`src/rtl/fetch_unit_if.sv`:
```
// Fetch front-end bus: D-stage control, instruction memory port and IF/ID outputs.
// master = fetch_unit side, slave = surrounding pipeline and memory.
interface fetch_unit_if;
  logic        stall;
  logic        redirect_valid;
  logic [31:0] redirect_pc;
  logic        exc_req;
  logic        eret_req;
  logic [31:0] epc;
  logic [31:0] imem_pc;
  logic [31:0] imem_instr;
  logic [31:0] if_id_instr;
  logic [31:0] if_id_pc;
  logic        if_id_valid;
  logic        if_id_adel;
  logic [31:0] fetch_cnt;

  modport master (
    input  stall, redirect_valid, redirect_pc, exc_req, eret_req, epc, imem_instr,
    output imem_pc, if_id_instr, if_id_pc, if_id_valid, if_id_adel, fetch_cnt
  );

  modport slave (
    output stall, redirect_valid, redirect_pc, exc_req, eret_req, epc, imem_instr,
    input  imem_pc, if_id_instr, if_id_pc, if_id_valid, if_id_adel, fetch_cnt
  );
endinterface

```
`src/rtl/fetch_unit.sv`:
```
// MIPS instruction-fetch stage: PC sequencing, IF/ID capture and fetch counting.
// Define FETCH_ADEL_EN to enable fetch address-error (alignment/window) detection.
module fetch_unit #(
  parameter logic [31:0] RESET_PC = 32'h0000_3000,
  parameter logic [31:0] EXC_PC   = 32'h0000_4180,
  parameter int unsigned ADR_BITS = 12
) (
  input  logic         clk,
  input  logic         reset_n,
  fetch_unit_if.master bus
);

  localparam int unsigned XLEN = 32;

  logic [XLEN-1:0] pc_q, pc_d;
  logic [XLEN-1:0] if_id_instr_q, if_id_instr_d;
  logic [XLEN-1:0] if_id_pc_q, if_id_pc_d;
  logic            if_id_valid_q, if_id_valid_d;
  logic            if_id_adel_q, if_id_adel_d;
  logic [XLEN-1:0] fetch_cnt_q, fetch_cnt_d;
  logic            adel_now_c;

`ifdef FETCH_ADEL_EN
  // Window end computed on 33 bits so a window touching 2^32 cannot wrap.
  localparam logic [XLEN:0] WIN_LO = (XLEN+1)'(RESET_PC);
  localparam logic [XLEN:0] WIN_HI = WIN_LO + ((XLEN+1)'(1) << (ADR_BITS + 2));

  always_comb begin
    adel_now_c = (pc_q[1:0] != 2'b00)
              || ({1'b0, pc_q} <  WIN_LO)
              || ({1'b0, pc_q} >= WIN_HI);
  end
`else
  assign adel_now_c = 1'b0;
`endif

  // Next PC and IF/ID contents; exception/ERET override stall, stall overrides redirect.
  always_comb begin
    pc_d          = pc_q + XLEN'(4);
    if_id_instr_d = if_id_instr_q;
    if_id_pc_d    = if_id_pc_q;
    if_id_valid_d = if_id_valid_q;
    if_id_adel_d  = if_id_adel_q;
    fetch_cnt_d   = fetch_cnt_q;

    if (bus.exc_req) begin
      pc_d = EXC_PC;
    end else if (bus.eret_req) begin
      pc_d = bus.epc;
    end else if (bus.stall) begin
      pc_d = pc_q;
    end else if (bus.redirect_valid) begin
      pc_d = bus.redirect_pc;
    end

    if (bus.exc_req || bus.eret_req) begin
      if_id_instr_d = '0;
      if_id_pc_d    = '0;
      if_id_valid_d = 1'b0;
      if_id_adel_d  = 1'b0;
    end else if (!bus.stall) begin
      if_id_instr_d = adel_now_c ? '0 : bus.imem_instr;
      if_id_pc_d    = pc_q;
      if_id_valid_d = 1'b1;
      if_id_adel_d  = adel_now_c;
      fetch_cnt_d   = fetch_cnt_q + XLEN'(1);
    end
  end

  always_ff @(posedge clk or negedge reset_n) begin
    if (!reset_n) begin
      pc_q          <= RESET_PC;
      if_id_instr_q <= '0;
      if_id_pc_q    <= '0;
      if_id_valid_q <= 1'b0;
      if_id_adel_q  <= 1'b0;
      fetch_cnt_q   <= '0;
    end else begin
      pc_q          <= pc_d;
      if_id_instr_q <= if_id_instr_d;
      if_id_pc_q    <= if_id_pc_d;
      if_id_valid_q <= if_id_valid_d;
      if_id_adel_q  <= if_id_adel_d;
      fetch_cnt_q   <= fetch_cnt_d;
    end
  end

  assign bus.imem_pc     = pc_q;
  assign bus.if_id_instr = if_id_instr_q;
  assign bus.if_id_pc    = if_id_pc_q;
  assign bus.if_id_valid = if_id_valid_q;
  assign bus.if_id_adel  = if_id_adel_q;
  assign bus.fetch_cnt   = fetch_cnt_q;

endmodule
```
`src/flat_wrapper.sv`:
```
// flat-port wrapper written by rule: the top's interface ports become plain ports
module fetch_unit_flat 
#(
  parameter logic [31:0] RESET_PC = 32'h0000_3000,
  parameter logic [31:0] EXC_PC   = 32'h0000_4180,
  parameter int unsigned ADR_BITS = 12
)
  (clk, reset_n, bus_stall, bus_redirect_valid, bus_redirect_pc, bus_exc_req, bus_eret_req, bus_epc, bus_imem_instr, bus_imem_pc, bus_if_id_instr, bus_if_id_pc, bus_if_id_valid, bus_if_id_adel, bus_fetch_cnt);
  fetch_unit_if bus_i ();
  input  logic clk;
  input  logic reset_n;
  input wire logic [$bits(bus_i.stall)-1:0] bus_stall;
  input wire logic [$bits(bus_i.redirect_valid)-1:0] bus_redirect_valid;
  input wire logic [$bits(bus_i.redirect_pc)-1:0] bus_redirect_pc;
  input wire logic [$bits(bus_i.exc_req)-1:0] bus_exc_req;
  input wire logic [$bits(bus_i.eret_req)-1:0] bus_eret_req;
  input wire logic [$bits(bus_i.epc)-1:0] bus_epc;
  input wire logic [$bits(bus_i.imem_instr)-1:0] bus_imem_instr;
  output wire logic [$bits(bus_i.imem_pc)-1:0] bus_imem_pc;
  output wire logic [$bits(bus_i.if_id_instr)-1:0] bus_if_id_instr;
  output wire logic [$bits(bus_i.if_id_pc)-1:0] bus_if_id_pc;
  output wire logic [$bits(bus_i.if_id_valid)-1:0] bus_if_id_valid;
  output wire logic [$bits(bus_i.if_id_adel)-1:0] bus_if_id_adel;
  output wire logic [$bits(bus_i.fetch_cnt)-1:0] bus_fetch_cnt;
  assign bus_i.stall = bus_stall;
  assign bus_i.redirect_valid = bus_redirect_valid;
  assign bus_i.redirect_pc = bus_redirect_pc;
  assign bus_i.exc_req = bus_exc_req;
  assign bus_i.eret_req = bus_eret_req;
  assign bus_i.epc = bus_epc;
  assign bus_i.imem_instr = bus_imem_instr;
  assign bus_imem_pc = bus_i.imem_pc;
  assign bus_if_id_instr = bus_i.if_id_instr;
  assign bus_if_id_pc = bus_i.if_id_pc;
  assign bus_if_id_valid = bus_i.if_id_valid;
  assign bus_if_id_adel = bus_i.if_id_adel;
  assign bus_fetch_cnt = bus_i.fetch_cnt;
  fetch_unit #(.RESET_PC(RESET_PC), .EXC_PC(EXC_PC), .ADR_BITS(ADR_BITS)) u_core (.clk(clk), .reset_n(reset_n), .bus(bus_i));
endmodule
```
`config.mk`:
```
export PLATFORM = sky130hd
export DESIGN_NAME = fetch_unit_flat
export DESIGN_NICKNAME = d
export VERILOG_FILES = /design/src/rtl/fetch_unit_if.sv /design/src/rtl/fetch_unit.sv /design/src/flat_wrapper.sv
export SDC_FILE = /design/constraint.sdc
export NUM_CORES = 1
export LEC_CHECK = 0
export BUFFER_PORTS_ARGS = -buffer_cell sky130_fd_sc_hd__buf_2
export CAP_MARGIN = 20
export CORE_ASPECT_RATIO = 1.1
export CORE_MARGIN = 1
export CORE_UTILIZATION = 50
export CTS_CLUSTER_DIAMETER = 150
export DETAILED_ROUTE_END_ITERATION = 10
export PLACE_DENSITY = 0.8
export SYNTH_ARGS = -nofsm -noshare
export SYNTH_HDL_FRONTEND = slang
export SYNTH_SLANG_ARGS = --single-unit
```
`constraint.sdc`:
```
create_clock -name clk -period 2.95 [get_ports clk]
set_clock_uncertainty 0.1 [all_clocks]
set_input_delay 0.1475 -clock clk [delete_from_list [all_inputs] [get_ports clk]]
set_output_delay 0.1475 -clock clk [all_outputs]
set_load 0.02 [all_outputs]
```
Word-level counts from Yosys, hierarchy flattened
Cells that the tools add are included.

operators by class
  equal/unequal tests = 2
  multiplexer cells = 12
  reductions and logical operators = 2
  add/sub/neg operators = 2
  bitwise gates (word level) = 2

operators by type and width
  operator                                                         count
  32-bit 2-to-1 mux                                                8
  32-bit by 1-bit adder with 32-bit output, second input constant  1
  32-bit by 3-bit adder with 32-bit output, second input constant  1
  1-bit 2-to-1 mux                                                 4
  3-bit by 1-bit != test with 1-bit output, second input constant  1
  2-bit by 1-bit != test with 1-bit output, second input constant  1
  1-bit NOT                                                        2
  2-bit AND reduction                                              1
  1-bit logical OR                                                 1

word-level totals
  logic and storage cells = 26
  register bits = 130
  input bits = 102

Longest topological paths before layout
Gate-level depths: netlist of run 1.

  depth after elaboration = 5
  mapped depth = 7
  depth with buffers taken out = 5

Worst setup path after synthesis of run 1
OpenSTA, ideal clock, no wires.

  path type = register -> register
  start point = reg u_core.pc_q[2] (netlist: u_core.bus.imem_pc[2])
  end point = reg u_core.pc_q[18] (netlist: u_core.bus.imem_pc[18])
  setup slack = 0.679 ns
  buffers on the path = 1
  arrival = 2.101 ns
  cell stages (with the launch flop) = 7
  path through = dfrtp_1 ha_1 nand3_1 or4_1 buf_2 or4b_1 nand3_1

on the way
  longest elaborated chain between the ends = 5

ends and longest elaborated chain
  item                                      line              source
  from (decl)                               fetch_unit.sv:15  logic [XLEN-1:0] pc_q, pc_d;
  from (signal assigned)                    fetch_unit.sv:79  pc_q <= pc_d;
  32-bit by 3-bit adder with 32-bit output  fetch_unit.sv:39  pc_d = pc_q + XLEN'(4);
  32-bit 2-to-1 mux                         fetch_unit.sv:52  end else if (bus.redirect_valid) begin
  32-bit 2-to-1 mux                         fetch_unit.sv:50  end else if (bus.stall) begin
  32-bit 2-to-1 mux                         fetch_unit.sv:48  end else if (bus.eret_req) begin
  32-bit 2-to-1 mux                         fetch_unit.sv:46  if (bus.exc_req) begin

No other way between the ends. The select of a mux whose other input is x is not followed.
A chain may end at the register's enable or synchronous reset.

Worst setup path in the final report of run 1
Ends and elaborated chain as after synthesis.

==> results of run 1 <==
-- registers in the layout (all words and copies together), names as in the netlist --
register and count:
u_core.bus.fetch_cnt 32, u_core.bus.if_id_pc 32, u_core.bus.if_id_valid 1, u_core.bus.imem_pc 32
u_core.bus.if_id_instr 32
-- cell usage in the layout (no fill, tap or decap), types with 6 or more instances in the layout --
| cell | count |
|---|---|
| clkbuf_16 | 17 |
| o211ai_1 | 7 |
| dfrtp_1 | 127 |
| a22oi_1 | 10 |
| a21oi_1 | 19 |
| xnor2_1 | 27 |
| a2111oi_0 | 10 |
| buf_2 | 228 |
| dlygate4sd3_1 | 48 |
| xor2_1 | 6 |
| nor3_1 | 15 |
| nand2_1 | 49 |
| nand4b_1 | 6 |
| o22ai_1 | 6 |
| and4_1 | 7 |
| nand2b_1 | 8 |
| nand3_1 | 29 |
| nand4_1 | 21 |
| nor2_1 | 87 |
| o31ai_1 | 6 |
| nor4_1 | 7 |
| nor2b_1 | 11 |
| mux2i_1 | 67 |
| inv_1 | 27 |
| buf_4 | 12 |
| a31oi_1 | 7 |
| o21ai_0 | 20 |
-- synth_stat cells, types with 6 or more instances --
| master | number | share of area |
|---|---|---|
| clkbuf_1 | 40 | 0.022 |
| nand4b_1 | 6 | 0.0077 |
| xor2_1 | 6 | 0.0077 |
| a2111oi_0 | 10 | 0.013 |
| nand4_1 | 21 | 0.019 |
| nand2b_1 | 8 | 0.0073 |
| o211ai_1 | 7 | 0.0077 |
| a31oi_1 | 7 | 0.0064 |
| nor2_1 | 87 | 0.048 |
| and4_1 | 7 | 0.0090 |
| o21ai_0 | 20 | 0.015 |
| nor4_1 | 7 | 0.0064 |
| nor2b_1 | 11 | 0.010 |
| xnor2_1 | 27 | 0.035 |
| o22ai_1 | 6 | 0.0055 |
| inv_1 | 27 | 0.015 |
| nand2_1 | 49 | 0.027 |
| mux2i_1 | 67 | 0.098 |
| a21oi_1 | 19 | 0.014 |
| dfrtp_1 | 127 | 0.47 |
| o31ai_1 | 6 | 0.0066 |
| a22oi_1 | 10 | 0.011 |
| nor3_1 | 15 | 0.011 |
| nand3_1 | 29 | 0.021 |
-- what timing repair did --
action                                 in CTS  in global routing
resized for setup                           0                  0
setup endpoints to repair                   0                  0
endpoints found under the hold margin     112                  0
hold buffers                               48                  0
-- how the worst max path moves through the flow --
| stage | startpoint | to | slack (ns) | cells past startpoint |
|---|---|---|---|---|
| 4_1_cts | u_core.bus.imem_pc[2]$_DFFE_PN0P_ | u_core.bus.imem_pc[18]$_DFFE_PN0P_ | 0.68 | 5 |
| 3_3_place_gp | bus_stall | u_core.bus.imem_pc[18]$_DFFE_PN0P_ | 0.78 | 6 |
| 5_1_grt | u_core.bus.imem_pc[2]$_DFFE_PN0P_ | u_core.bus.imem_pc[8]$_DFFE_PN0P_ | 0.56 | 6 |
| 3_5_place_dp | bus_stall | u_core.bus.imem_pc[18]$_DFFE_PN0P_ | 0.67 | 6 |
| 2_1_floorplan | u_core.bus.imem_pc[2]$_DFFE_PN0P_ | u_core.bus.imem_pc[18]$_DFFE_PN0P_ | 0.68 | 6 |
| 6_report | u_core.bus.imem_pc[2]$_DFFE_PN0P_ | u_core.bus.imem_pc[18]$_DFFE_PN0P_ | 0.66 | 5 |
-- where the power goes --
| group | switching [mW] | total, mW | leakage (nW) | internal (mW) |
|---|---|---|---|---|
| logic | 0.467 | 0.790 | 2.59 | 0.323 |
| clock network | 0.758 | 1.95 | 0.262 | 1.19 |
| registers | 0.141 | 2.01 | 1.74 | 1.87 |
| total | 1.37 | 4.75 | 4.59 | 3.39 |
-- metrics by stage --
| stage | hold slack [ns] | instance area, µm² | utilization | total power, mW | worst slack, ns |
|---|---|---|---|---|---|
| 2_1_floorplan | -0.2481 | 6810 | - | 2.451 | 0.6786 |
| 3_3_place_gp | 0.1049 | 8118 | 0.6118 | 2.756 | 0.7821 |
| 3_5_place_dp | 0.1065 | 8118 | 0.6118 | 2.770 | 0.6673 |
| 4_1_cts | 0.002998 | 9148 | 0.6895 | 4.784 | 0.6760 |
| 5_1_grt | 0.02136 | 9148 | 0.6895 | 4.951 | 0.5613 |
| 6_report | 0.01978 | 9148 | 0.6895 | 4.753 | 0.6591 |
-- worst max-delay path: stages, from the launching register on --
cell and delay (ns):
dfrtp_1 0.47, ha_1 0.25, nand3_1 0.15, or4_1 0.63
or4b_1 0.53, nand3_1 0.11
-- layer usage --
metal,wire (µm),track usage
met2,9395,0.4695
met5,0,0
met3,1251,0.06375
met4,771,0.1540
met1,8516,0.3773
-- cell families (layout without fill, tap and decap cells) --
| logic type | after synthesis | in the layout | share of synthesized area |
|---|---|---|---|
| compound gates | 116 | 116 | 0.1176 |
| xor+xnor | 33 | 33 | 0.04244 |
| fa+ha+maj | 2 | 2 | 0.003674 |
| buf+inv | 77 | 349 | 0.04501 |
| flops | 129 | 129 | 0.4744 |
| mux | 70 | 70 | 0.1034 |
| other cells | 1 | 1 | 0.0005506 |
| simple gates | 274 | 274 | 0.2129 |
-- final cells by class --
cell class	count	area, µm²	area share
clock buffers	22	464.2	0.05075
multi-input cells	496	3273	0.3578
well taps	184	230.2	0.02517
inverters	27	101.3	0.01108
clock inverters	9	85.08	0.009301
repair buffers	291	1763	0.1927
flip-flops and latches	129	3231	0.3532
==> flow_metrics.py, run 1 <==
metrics = {
    "clock_tree": {
        "clk_latency_ns": 0.42,
        "clk_pin_slew_worst_paths_ns": 0.06,
        "cts_tree": "built",
        "clkSinkCount": 129,
        "ctsLongestPathBuffers": 2,
        "cts_buffers": 17,
        "h-tree-depth": 4,
        "cts_setup_buffers": 0,
        "cts_root_buf": "clkbuf_16",
    },
    "timing": {
        "rsz0062_at_grt": "no",
        "fin_crit_sh": 0.7766,
        "post-route-min-period_ns": 2.291,
        "slew_violations": 0,
        "relSlewSlack": 0.3970,
        "worstMarginPinSlew_ns": 0.9046,
        "hold_viol_final": 0,
        "clock.fmax_mhz": 436.5,
        "setup_violations": 0,
        "totalNegativeSetupSlack_ns": 0,
    },
    "synthesis": {
        "synth-edff-count": 0,
        "synth_fp_nets": 806,
        "synth_warnings": 0,
        "netlist_area_um2": 6810,
        "syn_area_per_cell_um2": 9.701,
        "synth_flop_cell": "dfrtp_1",
        "yosysSeqAreaShare": 0.4744,
        "synth_cell_types": 60,
        "synth-async-reset-ratio": 1.000,
        "syn_inst": 702,
        "synth-seq-cells": 129,
    },
    "worst_setup_path": {
        "criticalPathCategory": "register to register",
        "rr_worst_depth": 5,
        "worstPathRequired_ns": 3.19,
        "end_kind": "register",
        "cp_max_fo": 8,
        "r2r_slack_ns": 0.66,
        "timing.rr.start": "u_core.bus.imem_pc[2]$_DFFE_PN0P_",
        "crit_path_start_kind": "register",
        "worstPathArrival_ns": 2.53,
        "r2r_end": "u_core.bus.imem_pc[18]$_DFFE_PN0P_",
    },
    "die": {
        "die_area_um2": 14090,
        "io_pins": 232,
        "die_w_um": 113.3,
        "die-height_um": 124.4,
        "fp.coreArea_um2": 13270,
        "rows": 44,
        "start_util": 0.5133,
    },
    "hold_path": {
        "hold_class": "input port to register",
        "hold_depth": 3,
        "min_to": "u_core.bus.fetch_cnt[2]$_DFFE_PN0P_",
        "hp-start": "bus_exc_req",
    },
    "global_routing": {
        "grt_usage": 0.2953,
        "grt-ovfl-total": 0,
        "grt_pass1_wl_mm": 32.35,
        "grt_max_degree": 69,
        "grt_pass1_vias": 6315,
        "antenna_found_initial": 0,
    },
    "placement": {
        "io_buffer_count": 230,
        "placed_cells": 1079,
        "hpwl_mm": 13.06,
        "gp_congestion": 0.8336,
    },
    "detailed_routing": {
        "dr.pass1.iters": 5,
        "drt-total-wl_mm": 19.93,
        "vias_per_cell": 5.649,
        "wl_per_cell_um": 17.21,
        "ant_nets": 0,
        "drtIter0Drc": 583,
        "remaining_drc_errors": 0,
        "vias": 6541,
    },
    "layout": {
        "layout-drive-gt1-share": 0.2957,
        "fin_cells": 1158,
        "fillers": 1072,
        "area_growth_pct": 34.32,
        "num_antenna_cells": 0,
        "nNetsFinal": 1066,
    },
    "job": {
        "maxCapViolCount": 0,
    },
    "status": {
        "status": "finished, final reports clean",
    },
    "power_and_ir_drop": {
        "p_leak_nw": 4.589,
        "irDropWorstVdd_uv": 370.3,
        "p_per_area_nw_per_um2": 519.5,
    },
}
Power figures use the tool's default switching activity.
==> inputs of run 2 (changes only) <==
clock period = 2.2 ns   (was 2.95 ns; I/O delays follow)
==> flow_metrics.py, run 2 (same netlist as run 1, synthesis figures left out) <==
metrics = {
    "timing": {
        "clock.fmax_mhz": 465.9,
        "slew_violations": 0,
        "setup_violations": 0,
        "relSlewSlack": 0.5266,
        "fin_crit_sh": 0.9755,
        "worstMarginPinSlew_ns": 0.7100,
        "totalNegativeSetupSlack_ns": 0,
        "rsz0062_at_grt": "no",
        "post-route-min-period_ns": 2.146,
        "hold_viol_final": 0,
    },
    "global_routing": {
        "antenna_found_initial": 0,
        "grt_max_degree": 73,
        "grt_pass1_vias": 6767,
        "grt_usage": 0.3060,
        "grt_pass1_wl_mm": 33.71,
        "grt-ovfl-total": 0,
    },
    "die": {
        "start_util": 0.5133,
        "die-height_um": 124.4,
        "io_pins": 232,
        "die_w_um": 113.3,
        "rows": 44,
        "die_area_um2": 14090,
        "fp.coreArea_um2": 13270,
    },
    "detailed_routing": {
        "drt-total-wl_mm": 21.00,
        "wl_per_cell_um": 17.50,
        "ant_nets": 0,
        "remaining_drc_errors": 0,
        "dr.pass1.iters": 5,
        "vias_per_cell": 5.632,
        "drtIter0Drc": 518,
        "vias": 6758,
    },
    "worst_setup_path": {
        "cpLargestDelayFamily": "buffers and inverters",
        "cpPeakStageDelay_ns": 0.58,
        "rr_worst_depth": 7,
        "worst_path_max_delay_cell": "dlygate4sd3_1",
        "cp_max_fo": 5,
        "path_cells": "ha_2 -> and3_1 -> buf_4 -> nand3_1 -> mux2i_1 -> a31oi_1 -> dlygate4sd3_1",
        "end_kind": "register",
        "cp.depth": 7,
        "worstPathArrival_ns": 2.34,
        "cp_num_buf_inv": 2,
        "crit_path_start_kind": "register",
        "criticalPathCategory": "register to register",
        "worstPathRequired_ns": 2.40,
    },
    "power_and_ir_drop": {
        "p_per_area_nw_per_um2": 719.3,
        "p_leak_nw": 4.827,
        "total_power_mw": 6.890,
        "irDropWorstVdd_uv": 502.1,
    },
    "placement": {
        "placed_cells": 1109,
        "gp_congestion": 0.8840,
        "io_buffer_count": 230,
        "place_area_um2": 8333,
        "hpwl_mm": 13.65,
    },
    "clock_tree": {
        "cts_setup_buffers": 0,
        "clk_pin_slew_worst_paths_ns": 0.06,
        "clk_latency_ns": 0.42,
        "cts_root_buf": "clkbuf_16",
        "cts_tree": "built",
        "ctsLongestPathBuffers": 2,
        "h-tree-depth": 4,
        "cts_buffers": 17,
        "clkSinkCount": 129,
    },
    "hold_path": {
        "hold_depth": 5,
        "hold_class": "input port to register",
    },
    "layout": {
        "area_growth_pct": 40.64,
        "final_common_cell": "buf_2",
        "final_area_um2": 9578,
        "layout_common_cells": "buf_2 (228), dfrtp_1 (124), nor2_1 (87), mux2i_1 (67), dlygate4sd3_1 (59)",
        "num_antenna_cells": 0,
        "layout-drive-gt1-share": 0.3219,
        "fin_cells": 1200,
        "nNetsFinal": 1107,
    },
    "status": {
        "status": "finished, final reports clean",
    },
    "job": {
        "maxCapViolCount": 0,
    },
}
run 2: where the power goes:
group          leakage [nW]  total [mW]  switching, mW  internal (mW)
combinational          2.78        1.17          0.681          0.487
clock                 0.313        3.06           1.11           1.95
sequential             1.73        2.67          0.160           2.51
total                  4.83        6.89           1.95           4.94
run 2: area by class of cell:
class | instances | area, µm²
clock buffer | 19 | 442.9
sequential | 129 | 3234
multi-input combinational | 496 | 3284
inverter | 27 | 101.3
fill | 990 | 3690
timing repair buffer | 332 | 2086
clock inverter | 13 | 198.9
tap | 184 | 230.2
run 2: path summary, 6_finish.rpt:
check | from | endpoint | slack [ns]
hold reg to reg | u_core.bus.fetch_cnt[31]$_DFFE_PN0P_ | u_core.bus.fetch_cnt[31]$_DFFE_PN0P_ | 0.37
max in group asynchronous | reset_n | u_core.bus.if_id_pc[5]$_DFFE_PN0P_ | 1.14
setup / recovery | u_core.bus.imem_pc[2]$_DFFE_PN0P_ | u_core.bus.imem_pc[8]$_DFFE_PN0P_ | 0.05
setup reg to reg | u_core.bus.imem_pc[2]$_DFFE_PN0P_ | u_core.bus.imem_pc[8]$_DFFE_PN0P_ | 0.05
min in group asynchronous | reset_n | u_core.bus.imem_pc[0]$_DFFE_PN0P_ | 0.14
hold / removal | bus_redirect_pc[31] | u_core.bus.imem_pc[31]$_DFFE_PN0P_ | 0.01
run 2: tightest hold or removal path, cell delays in order:
cell and delay [ns]:
buf_2 0.10, inv_1 0.04, o21ai_0 0.08, nand2_1 0.06
o211ai_1 0.08
run 2: timing repair:
action	in CTS	in global routing
endpoints found under the hold margin	110	0
resized for setup	0	4
endpoints found under the setup margin	0	4
hold buffers	59	0
run 2: per-layer routing:
layer / vias to the layer above / wire (µm) / track usage
met5: - / 0 / 0
met2: 301 / 10350 / 0.5096
li1: 3142 / - / -
met1: 3254 / 8712 / 0.3779
met4: 0 / 767 / 0.1502
met3: 61 / 1167 / 0.06083
run 2: through the flow:
| step | util | hold WS, ns | setup slack [ns] |
|---|---|---|---|
| after floorplan | - | -0.2856 | 0.02105 |
| after global placement | 0.6281 | 0.03275 | 0.1402 |
| after detailed placement | 0.6281 | 0.02574 | 0.1230 |
| after CTS | 0.7210 | 0.0007176 | 0.04025 |
| after global routing | 0.7219 | 0.01825 | 0.005535 |
| final | 0.7219 | 0.01141 | 0.05384 |
==> inputs of run 3 (changes only) <==
PLACE_DENSITY = unset   (was 0.8)
PLACE_DENSITY_LB_ADDON = 0.12   (was unset)
TNS_END_PERCENT = 20   (was unset)
clock period = 2.8 ns   (was 2.2 ns; I/O delays follow)
==> flow_metrics.py, run 3 (same netlist as run 1, synthesis figures left out) <==
metrics = {
    "status": {
        "status": "finished, final reports clean",
    },
    "die": {
        "die_area_um2": 14090,
        "fp.coreArea_um2": 13270,
        "die_w_um": 113.3,
        "die-height_um": 124.4,
        "rows": 44,
        "start_util": 0.5133,
        "io_pins": 232,
    },
    "clock_tree": {
        "clkSinkCount": 129,
        "clk_pin_slew_worst_paths_ns": 0.06,
        "clk_latency_ns": 0.42,
        "cts_tree": "built",
        "hold_buffers": 53,
        "cts_buffers": 17,
        "ctsLongestPathBuffers": 2,
        "h-tree-depth": 4,
        "cts_setup_buffers": 0,
        "postCtsResizedCells": 0,
        "cts_root_buf": "clkbuf_16",
    },
    "global_routing": {
        "grt_max_degree": 78,
        "antenna_found_initial": 0,
        "grt-ovfl-total": 0,
        "grt_pass1_vias": 6845,
        "grt_pass1_wl_mm": 33.83,
        "grt_usage": 0.3060,
    },
    "worst_setup_path": {
        "r2r_end": "u_core.bus.imem_pc[18]$_DFFE_PN0P_",
        "timing.rr.start": "u_core.bus.imem_pc[2]$_DFFE_PN0P_",
        "crit_start": "u_core.bus.imem_pc[2]$_DFFE_PN0P_",
        "worstPathRequired_ns": 3.06,
        "r2r_slack_ns": 0.49,
        "worst_path_max_delay_cell": "or4_1",
        "rr_worst_depth": 5,
        "cp_max_fo": 8,
        "end_kind": "register",
        "crit_top_cell": "nand3_1",
        "worstPathArrival_ns": 2.57,
        "criticalPathCategory": "register to register",
        "crit_end": "u_core.bus.imem_pc[18]$_DFFE_PN0P_",
        "path_cells": "ha_1 -> nand3_1 -> or4_1 -> or4b_1 -> nand3_1",
        "crit_path_start_kind": "register",
        "cpPeakStageDelay_ns": 0.65,
    },
    "layout": {
        "final_area_um2": 9228,
        "nNetsFinal": 1074,
        "num_antenna_cells": 0,
        "final_util": 0.6955,
        "final_common_cell": "buf_2",
        "area_growth_pct": 35.50,
        "layout_common_cells": "buf_2 (228), dfrtp_1 (127), nor2_1 (87), mux2i_1 (67), dlygate4sd3_1 (53)",
        "layout-drive-gt1-share": 0.3001,
        "fin_cells": 1167,
    },
    "power_and_ir_drop": {
        "p_per_area_nw_per_um2": 552.6,
        "sequentialPowerShare": 0.414,
        "pwr-share-clk": 0.420,
        "total_power_mw": 5.099,
        "p_leak_nw": 4.636,
        "switching_share": 0.3000,
        "intPower_mw": 3.569,
        "combPwrFrac": 0.165,
        "irDropWorstVdd_uv": 392.0,
        "p_switching_mw": 1.530,
    },
    "detailed_routing": {
        "drt-total-wl_mm": 20.60,
        "drtIter0Drc": 404,
        "ant_nets": 0,
        "wl_per_cell_um": 17.65,
        "vias": 6603,
        "dr.pass1.iters": 5,
        "remaining_drc_errors": 0,
        "vias_per_cell": 5.658,
    },
    "timing": {
        "rsz0062_at_grt": "no",
        "worstMarginPinSlew_ns": 0.8639,
        "totalNegativeSetupSlack_ns": 0,
        "clock.fmax_mhz": 432.9,
        "hold_viol_final": 0,
        "slew_violations": 0,
        "post-route-min-period_ns": 2.310,
        "fin_crit_sh": 0.8251,
        "setup_violations": 0,
        "relSlewSlack": 0.4092,
    },
    "placement": {
        "placed_cells": 1082,
        "hpwl_mm": 13.74,
        "place_area_um2": 8128,
        "gp_congestion": 0.8708,
        "io_buffer_count": 230,
    },
    "hold_path": {
        "hold_class": "input port to register",
    },
    "job": {
        "maxCapViolCount": 0,
    },
}
[run 3: power by group through the flow]
stage | Sequential, mW | Clock, mW | Combinational [mW]
final | 2.11 | 2.14 | 0.843
after global placement | 2.13 | 0 | 0.768
after detailed placement | 2.14 | 0 | 0.780
after global routing | 2.13 | 2.24 | 0.911
after CTS | 2.11 | 2.17 | 0.841
after floorplan | 2.24 | 0 | 0.345
[run 3: worst min path at each step]
stage          depth (start not counted)  slack (ns)                             endpoint                start
2_1_floorplan                          0       -0.26  u_core.bus.fetch_cnt[0]$_DFFE_PN0P_              reset_n
3_3_place_gp                           1        0.13   u_core.bus.if_id_valid$_DFFE_PN0P_              reset_n
3_5_place_dp                           1        0.13  u_core.bus.if_id_pc[21]$_DFFE_PN0P_              reset_n
4_1_cts                                5       0.001   u_core.bus.imem_pc[22]$_DFFE_PN0P_          bus_epc[22]
5_1_grt                                3        0.02  u_core.bus.fetch_cnt[2]$_DFFE_PN0P_            bus_stall
6_report                               5        0.02   u_core.bus.imem_pc[31]$_DFFE_PN0P_  bus_redirect_pc[31]
[run 3: stage by stage]
step	hold slack [ns]	setup WS (ns)
2_1_floorplan	-0.2556	0.5286
3_3_place_gp	0.1281	0.6349
3_5_place_dp	0.1294	0.5502
4_1_cts	0.001430	0.5117
5_1_grt	0.01983	0.4068
6_report	0.01889	0.4899
[run 3: worst max-delay path: cells and delay by family (launching register included)]
kind,cells,cell delay (ns)
DFF,1,0.46
adders and majority gates,1,0.25
and+or+nand+nor,4,1.42
[run 3: final cells by class]
cell class	count	area, µm²
Fill cell	1031	4040
Multi-Input combinational cell	496	3273
Sequential cell	129	3231
Timing Repair Buffer	299	1823
Clock buffer	18	439.2
Tap cell	184	230.2
Clock inverter	14	130.1
Inverter	27	101.3
[run 3: layer usage]
metal | vias to the layer above | share of wire | GRT usage
met3 | 55 | 0.068 | 0.07689
li1 | 3074 | - | -
met2 | 285 | 0.48 | 0.4890
met5 | - | 0 | 0
met4 | 0 | 0.037 | 0.1656
met1 | 3189 | 0.42 | 0.3792
